`src/rtl/prog_loader.sv`:
```
// prog_loader: UART-fed program loader. Receives a header, 16 data bytes and a
// checksum byte. Writes the data bytes into RAM through the programming port,
// then releases programming mode and pulses the CPU reset.
module prog_loader #(
  parameter int unsigned CLKS_PER_BIT = 104,
  parameter int unsigned RST_CYCLES   = 4,
  parameter logic [7:0]  HEADER       = 8'h55
) (
  input  logic       fastClk,
  input  logic       rst,
  input  logic       rx,
  output logic       prog_mode,
  output logic [3:0] prog_addr,
  output logic [7:0] prog_data,
  output logic       prog_we,
  output logic       cpu_rst,
  output logic       busy,
  output logic       done,
  output logic       error
);

  localparam int unsigned CW       = $clog2(CLKS_PER_BIT);
  localparam int unsigned HALF_BIT = CLKS_PER_BIT / 2;
  localparam int unsigned RW       = (RST_CYCLES > 1) ? $clog2(RST_CYCLES) : 1;

  typedef enum logic [1:0] {R_IDLE, R_START, R_DATA, R_STOP} rx_state_t;
  typedef enum logic [2:0] {S_IDLE, S_LOAD, S_CHECK, S_RESET, S_DONE, S_ERROR} ld_state_t;

  // ---------------- UART receiver ----------------
  logic            rx_s1, rx_s2, rx_d;
  rx_state_t       rx_state_q, rx_state_d;
  logic [CW-1:0]   rx_cnt_q, rx_cnt_d;
  logic [2:0]      rx_bit_q, rx_bit_d;
  logic [7:0]      rx_shift_q, rx_shift_d;
  logic            byte_valid_q, byte_valid_d;
  logic            frame_err_q, frame_err_d;

  // Two-flop synchronizer plus one delayed copy for falling-edge detection
  always_ff @(posedge fastClk) begin
    if (rst) begin
      rx_s1 <= 1'b1;
      rx_s2 <= 1'b1;
      rx_d  <= 1'b1;
    end else begin
      rx_s1 <= rx;
      rx_s2 <= rx_s1;
      rx_d  <= rx_s2;
    end
  end

  // Receiver state register
  always_ff @(posedge fastClk) begin
    if (rst) begin
      rx_state_q   <= R_IDLE;
      rx_cnt_q     <= '0;
      rx_bit_q     <= '0;
      rx_shift_q   <= '0;
      byte_valid_q <= 1'b0;
      frame_err_q  <= 1'b0;
    end else begin
      rx_state_q   <= rx_state_d;
      rx_cnt_q     <= rx_cnt_d;
      rx_bit_q     <= rx_bit_d;
      rx_shift_q   <= rx_shift_d;
      byte_valid_q <= byte_valid_d;
      frame_err_q  <= frame_err_d;
    end
  end

  // Receiver next state: start qualify at half bit, then sample mid-bit
  always_comb begin
    rx_state_d   = rx_state_q;
    rx_cnt_d     = rx_cnt_q;
    rx_bit_d     = rx_bit_q;
    rx_shift_d   = rx_shift_q;
    byte_valid_d = 1'b0;
    frame_err_d  = 1'b0;
    case (rx_state_q)
      R_IDLE: begin
        if (rx_d && !rx_s2) begin
          rx_state_d = R_START;
          rx_cnt_d   = '0;
        end
      end
      R_START: begin
        if (rx_cnt_q == CW'(HALF_BIT - 1)) begin
          rx_cnt_d = '0;
          rx_bit_d = '0;
          rx_state_d = rx_s2 ? R_IDLE : R_DATA;
        end else begin
          rx_cnt_d = CW'(rx_cnt_q + CW'(1));
        end
      end
      R_DATA: begin
        if (rx_cnt_q == CW'(CLKS_PER_BIT - 1)) begin
          rx_cnt_d   = '0;
          rx_shift_d = {rx_s2, rx_shift_q[7:1]};
          if (rx_bit_q == 3'd7) begin
            rx_state_d = R_STOP;
          end else begin
            rx_bit_d = 3'(rx_bit_q + 3'd1);
          end
        end else begin
          rx_cnt_d = CW'(rx_cnt_q + CW'(1));
        end
      end
      R_STOP: begin
        if (rx_cnt_q == CW'(CLKS_PER_BIT - 1)) begin
          rx_cnt_d     = '0;
          byte_valid_d = rx_s2;
          frame_err_d  = !rx_s2;
          rx_state_d   = R_IDLE;
        end else begin
          rx_cnt_d = CW'(rx_cnt_q + CW'(1));
        end
      end
      default: rx_state_d = R_IDLE;
    endcase
  end

  // ---------------- Loader FSM ----------------
  ld_state_t     state_q, state_d;
  logic [3:0]    count_q, count_d;
  logic [7:0]    csum_q, csum_d;
  logic [RW-1:0] rcnt_q, rcnt_d;
  logic          mode_d, we_d, cpu_rst_d, busy_d, done_d, error_d;
  logic [3:0]    addr_d;
  logic [7:0]    data_d;

  // Loader state and output registers
  always_ff @(posedge fastClk) begin
    if (rst) begin
      state_q   <= S_IDLE;
      count_q   <= '0;
      csum_q    <= '0;
      rcnt_q    <= '0;
      prog_mode <= 1'b0;
      prog_addr <= '0;
      prog_data <= '0;
      prog_we   <= 1'b0;
      cpu_rst   <= 1'b0;
      busy      <= 1'b0;
      done      <= 1'b0;
      error     <= 1'b0;
    end else begin
      state_q   <= state_d;
      count_q   <= count_d;
      csum_q    <= csum_d;
      rcnt_q    <= rcnt_d;
      prog_mode <= mode_d;
      prog_addr <= addr_d;
      prog_data <= data_d;
      prog_we   <= we_d;
      cpu_rst   <= cpu_rst_d;
      busy      <= busy_d;
      done      <= done_d;
      error     <= error_d;
    end
  end

  // Loader next state: header -> 16 writes -> checksum -> CPU reset pulse
  always_comb begin
    state_d   = state_q;
    count_d   = count_q;
    csum_d    = csum_q;
    rcnt_d    = rcnt_q;
    mode_d    = prog_mode;
    addr_d    = prog_addr;
    data_d    = prog_data;
    we_d      = 1'b0;
    cpu_rst_d = cpu_rst;
    done_d    = done;
    error_d   = error;
    case (state_q)
      S_IDLE, S_DONE, S_ERROR: begin
        if (byte_valid_q && (rx_shift_q == HEADER)) begin
          state_d = S_LOAD;
          mode_d  = 1'b1;
          done_d  = 1'b0;
          error_d = 1'b0;
          count_d = '0;
          csum_d  = '0;
        end
      end
      S_LOAD: begin
        if (frame_err_q) begin
          state_d = S_ERROR;
          error_d = 1'b1;
        end else if (byte_valid_q) begin
          we_d    = 1'b1;
          addr_d  = count_q;
          data_d  = rx_shift_q;
          csum_d  = 8'(csum_q + rx_shift_q);
          count_d = 4'(count_q + 4'd1);
          if (count_q == 4'd15) begin
            state_d = S_CHECK;
          end
        end
      end
      S_CHECK: begin
        if (frame_err_q) begin
          state_d = S_ERROR;
          error_d = 1'b1;
        end else if (byte_valid_q) begin
          if (rx_shift_q == csum_q) begin
            state_d   = S_RESET;
            mode_d    = 1'b0;
            cpu_rst_d = 1'b1;
            rcnt_d    = '0;
          end else begin
            state_d = S_ERROR;
            error_d = 1'b1;
          end
        end
      end
      S_RESET: begin
        if (rcnt_q == RW'(RST_CYCLES - 1)) begin
          state_d   = S_DONE;
          cpu_rst_d = 1'b0;
          done_d    = 1'b1;
        end else begin
          rcnt_d = RW'(rcnt_q + RW'(1));
        end
      end
      default: state_d = S_IDLE;
    endcase
    busy_d = (state_d == S_LOAD) || (state_d == S_CHECK);
  end

endmodule

```
`config.mk`:
```
export PLATFORM = sky130hd
export DESIGN_NAME = prog_loader
export DESIGN_NICKNAME = d
export VERILOG_FILES = /design/src/rtl/prog_loader.sv
export SDC_FILE = /design/constraint.sdc
export NUM_CORES = 1
export LEC_CHECK = 0
export BUFFER_PORTS_ARGS = -buffer_cell sky130_fd_sc_hd__buf_2
export CORE_UTILIZATION = 55
export CTS_CLUSTER_SIZE = 8
export DETAILED_ROUTE_END_ITERATION = 8
export PLACE_DENSITY = 0.83
export SLEW_MARGIN = 20
export SYNTH_ARGS = -nofsm -noshare
export SYNTH_HDL_FRONTEND = slang
export SYNTH_SLANG_ARGS = --single-unit
```
`constraint.sdc`:
```
create_clock -name fastClk -period 5.93 [get_ports fastClk]
set_input_delay 1.186 -clock fastClk [delete_from_list [all_inputs] [get_ports fastClk]]
set_output_delay 1.186 -clock fastClk [all_outputs]
set_load 0.01 [all_outputs]
```
==> impl_results.md <==
- Status: finished, final reports clean
- Most common cell after layout, fill and taps aside: dfxtp_1
- Core ar.: 4880 µm²
- Worst Tran Pin Value: 961.9 ps
- FF-to-FF setup slack: 3580 ps
- Max Slew Vio Count: 0
- Drt via density: 5.789
- Element type at the critical path end: register
- Clock power share: 49.6%
- Post_cts resized: 0
- Post-route non-filler standard cell count: 413
- Internal: 0.6830 mW
- Fmax: 0.4210 GHz
- Worst reg2reg path startpoint: rx_shift_q[5]
- Top delay family on crit path: buffers and inverters
- Asr flop ratio synth: 0%
- Pleak: 1.303 nW
- GRT Overall Usage: 23.57%
- Final Util: 66.23%
- Tot Pwr: 0.8640 mW
- RSZ-0062 raised after global routing: false
- Number of synthesized flops with an enable pin: 0
- Iter 0 DRT Violations: 148
- Die X: 74.32 µm
- Rows: 25
- Nets@finish: 357
- CTS Buffer Depth: 2
- CTS tree: done
- Tcrit/Tclk final: 40.05%
- CP max FO: 56
- Post-CTS setup repair buffer count: 0
- HP Start: rx_s1
- Switching Share: 20.94%
- HPWL after detailed placement: 3.836 mm
- CP startpoint kind: input pin
- Largest net degree at the start of global routing: 57
- Slowest-stage cell, CP: buf_2
- Kind of critical path: input pin to register
- Num ports: 21
- Cell Area, Synth: 2877 µm²
- Clock root buffer: clkbuf_8
- Initial antenna violation count: 0
- Main flop type after synthesis: dfxtp_1
- Power density over cell area: 267.3 nW/µm²
- NetSw: 0.1809 mW
- Via count: 2391
- Final setup vio count: 0
- Reg clk slew, reported paths: 70 ps
- Gr ovfl total: 0
- Worst Path Required: 6170 ps
- Setup crit start: rst
- # DRC: 0
- Sequential fraction of the synthesis area: 41.76%
- Count of buffer and inverter cells on the critical path: 2
- Cells after Synth: 328
- Setup Skew: 7.106 ps
- Synth unique cells: 59
- Commonest cells after routing, fill and taps aside: 60 x dfxtp_1, 40 x nand2_1, 32 x nor2_1
- Port bufs: 20
- Flops & latches, synth: 60
- Routed WL: 5.895 mm
- Tmin final: 2375 ps
- Layout cell share with drive strength beyond 1: 14.74%
- Fillers: 408
- Peak supply drop: 202.1 µV
- Logic pwr share: 3.0%
- Dpl cells: 397
- Initial Util: 58.95%
- Critical-path cell list: buf_2 > inv_1 > o2111a_1 > a311o_1
- Hold-fix buffers, CTS: 0
- Clk Latency, worst-skew pair: 350 ps
- Synth-to-Final Area Change: 12.35%
- Avg Cell Area, Syn: 8.770 µm²
- Critical path arrival: 2610 ps
- Diode count: 0
- Worst slew margin: 35.88%
- DR pass1 iterations: 4
- First-pass GRT wire length: 9.666 mm
- CTS sink count: 60
- CTS H-Tree Depth: 3
- DR WL/cell: 14.27 µm
- Post-route ant nets: 0
- Final hold violation count: 0
- Final TNS setup: 0 ps
- Number of global-route vias before repair: 2084
- Die H: 74.32 µm
- Flop pwr share: 47.5%
- Net Count, Synth: 344
- DIE AREA: 5523 µm²
- HP Class: register to register
- Synth warn: 0
- Critical Path Max Stage Delay: 720 ps
- CTS buffer count: 9
- Routability cong.: 0.9399
- Max-cap violation count: 0
kinds of logic (layout without fill, tap and decap cells):
kind of cell             Yosys count  after routing  synth area share (%)
XOR/XNOR                           9              9                 2.740
buffers and inverters             25             43                 3.436
AO/OA/AOI/OAI                     71             71                 17.09
adder cells (fa/ha/maj)           13             13                 5.916
flip-flops                        60             60                 41.76
AND/OR/NAND/NOR                  137            137                 24.05
multiplexers                      13             13                 5.002
power by group through the flow:
stage / logic (mW) / clock network (mW) / registers, mW
2_1_floorplan: 0.0215 / 0 / 0.417
3_3_place_gp: 0.0237 / 0 / 0.418
3_5_place_dp: 0.0244 / 0 / 0.419
4_1_cts: 0.0255 / 0.434 / 0.410
5_1_grt: 0.0287 / 0.453 / 0.410
6_report: 0.0255 / 0.428 / 0.410
worst paths after layout:
kind / depth (start not counted) / end
min reg2reg: 1 / rx_s2
max: 4 / csum_q[7]
min: 1 / rx_s2
max reg2reg: 6 / rcnt_q[1]
synthesized netlist by cell type, types with 2 or more instances:
master	instances	area (µm²)
a21o_1	3	22.52
a21oi_1	30	150.1
a22oi_1	3	22.52
a311oi_1	5	43.79
a31o_1	3	26.28
a32oi_1	2	17.52
a41oi_1	2	17.52
and2_1	4	25.02
and3_1	6	37.54
buf_2	4	20.02
clkbuf_1	14	52.55
dfxtp_1	60	1201
ha_1	12	150.1
inv_1	5	18.77
mux2i_1	11	110.1
nand2_1	40	150.1
nand2b_1	2	12.51
nand3_1	13	65.06
nand4_1	3	18.77
nand4b_1	2	17.52
nor2_1	32	120.1
nor2_2	2	12.51
nor2b_1	4	25.02
nor3_1	6	30.03
nor3b_1	3	22.52
nor4b_1	2	17.52
o211ai_1	3	22.52
o21ai_0	5	25.02
o31ai_1	2	15.01
or2_2	4	25.02
or3_1	6	37.54
xnor2_1	4	35.03
xor2_1	5	43.79
cell type report:
type,count,area [µm²],area share [%]
flip-flops and latches,60,1201,37.17
well taps,67,83.83,2.594
clock inverters,4,70.07,2.168
inverters,6,22.52,0.6969
clock buffers,12,165.2,5.110
repair buffers,21,107.6,3.329
multi-input cells,243,1582,48.94
metrics by stage:
stage	hold WS, ps	instance area [µm²]	setup slack (ps)
6_report	411.5	3232	3555
3_3_place_gp	394.4	2997	3217
4_1_cts	414.5	3232	3532
5_1_grt	454.2	3232	3407
2_1_floorplan	389.5	2877	3796
3_5_place_dp	397.0	2997	3174
layer usage:
metal	track usage [%]	up-vias	share of wire [%]
met2	35.96	49	46
met4	13.84	0	2.2
li1	-	1204	-
met5	0	-	0
met1	30.12	1127	48
met3	6.098	11	3.9
flip-flops by register name (all words and copies together) (netlist names), 2 cells and up, named ones only:
signal      flops
count_q         4
csum_q          8
prog_addr       4
prog_data       8
rcnt_q          2
rx_bit_q        3
rx_cnt_q        7
rx_shift_q      8
state_q         3
Power figures use the tool's default switching activity.
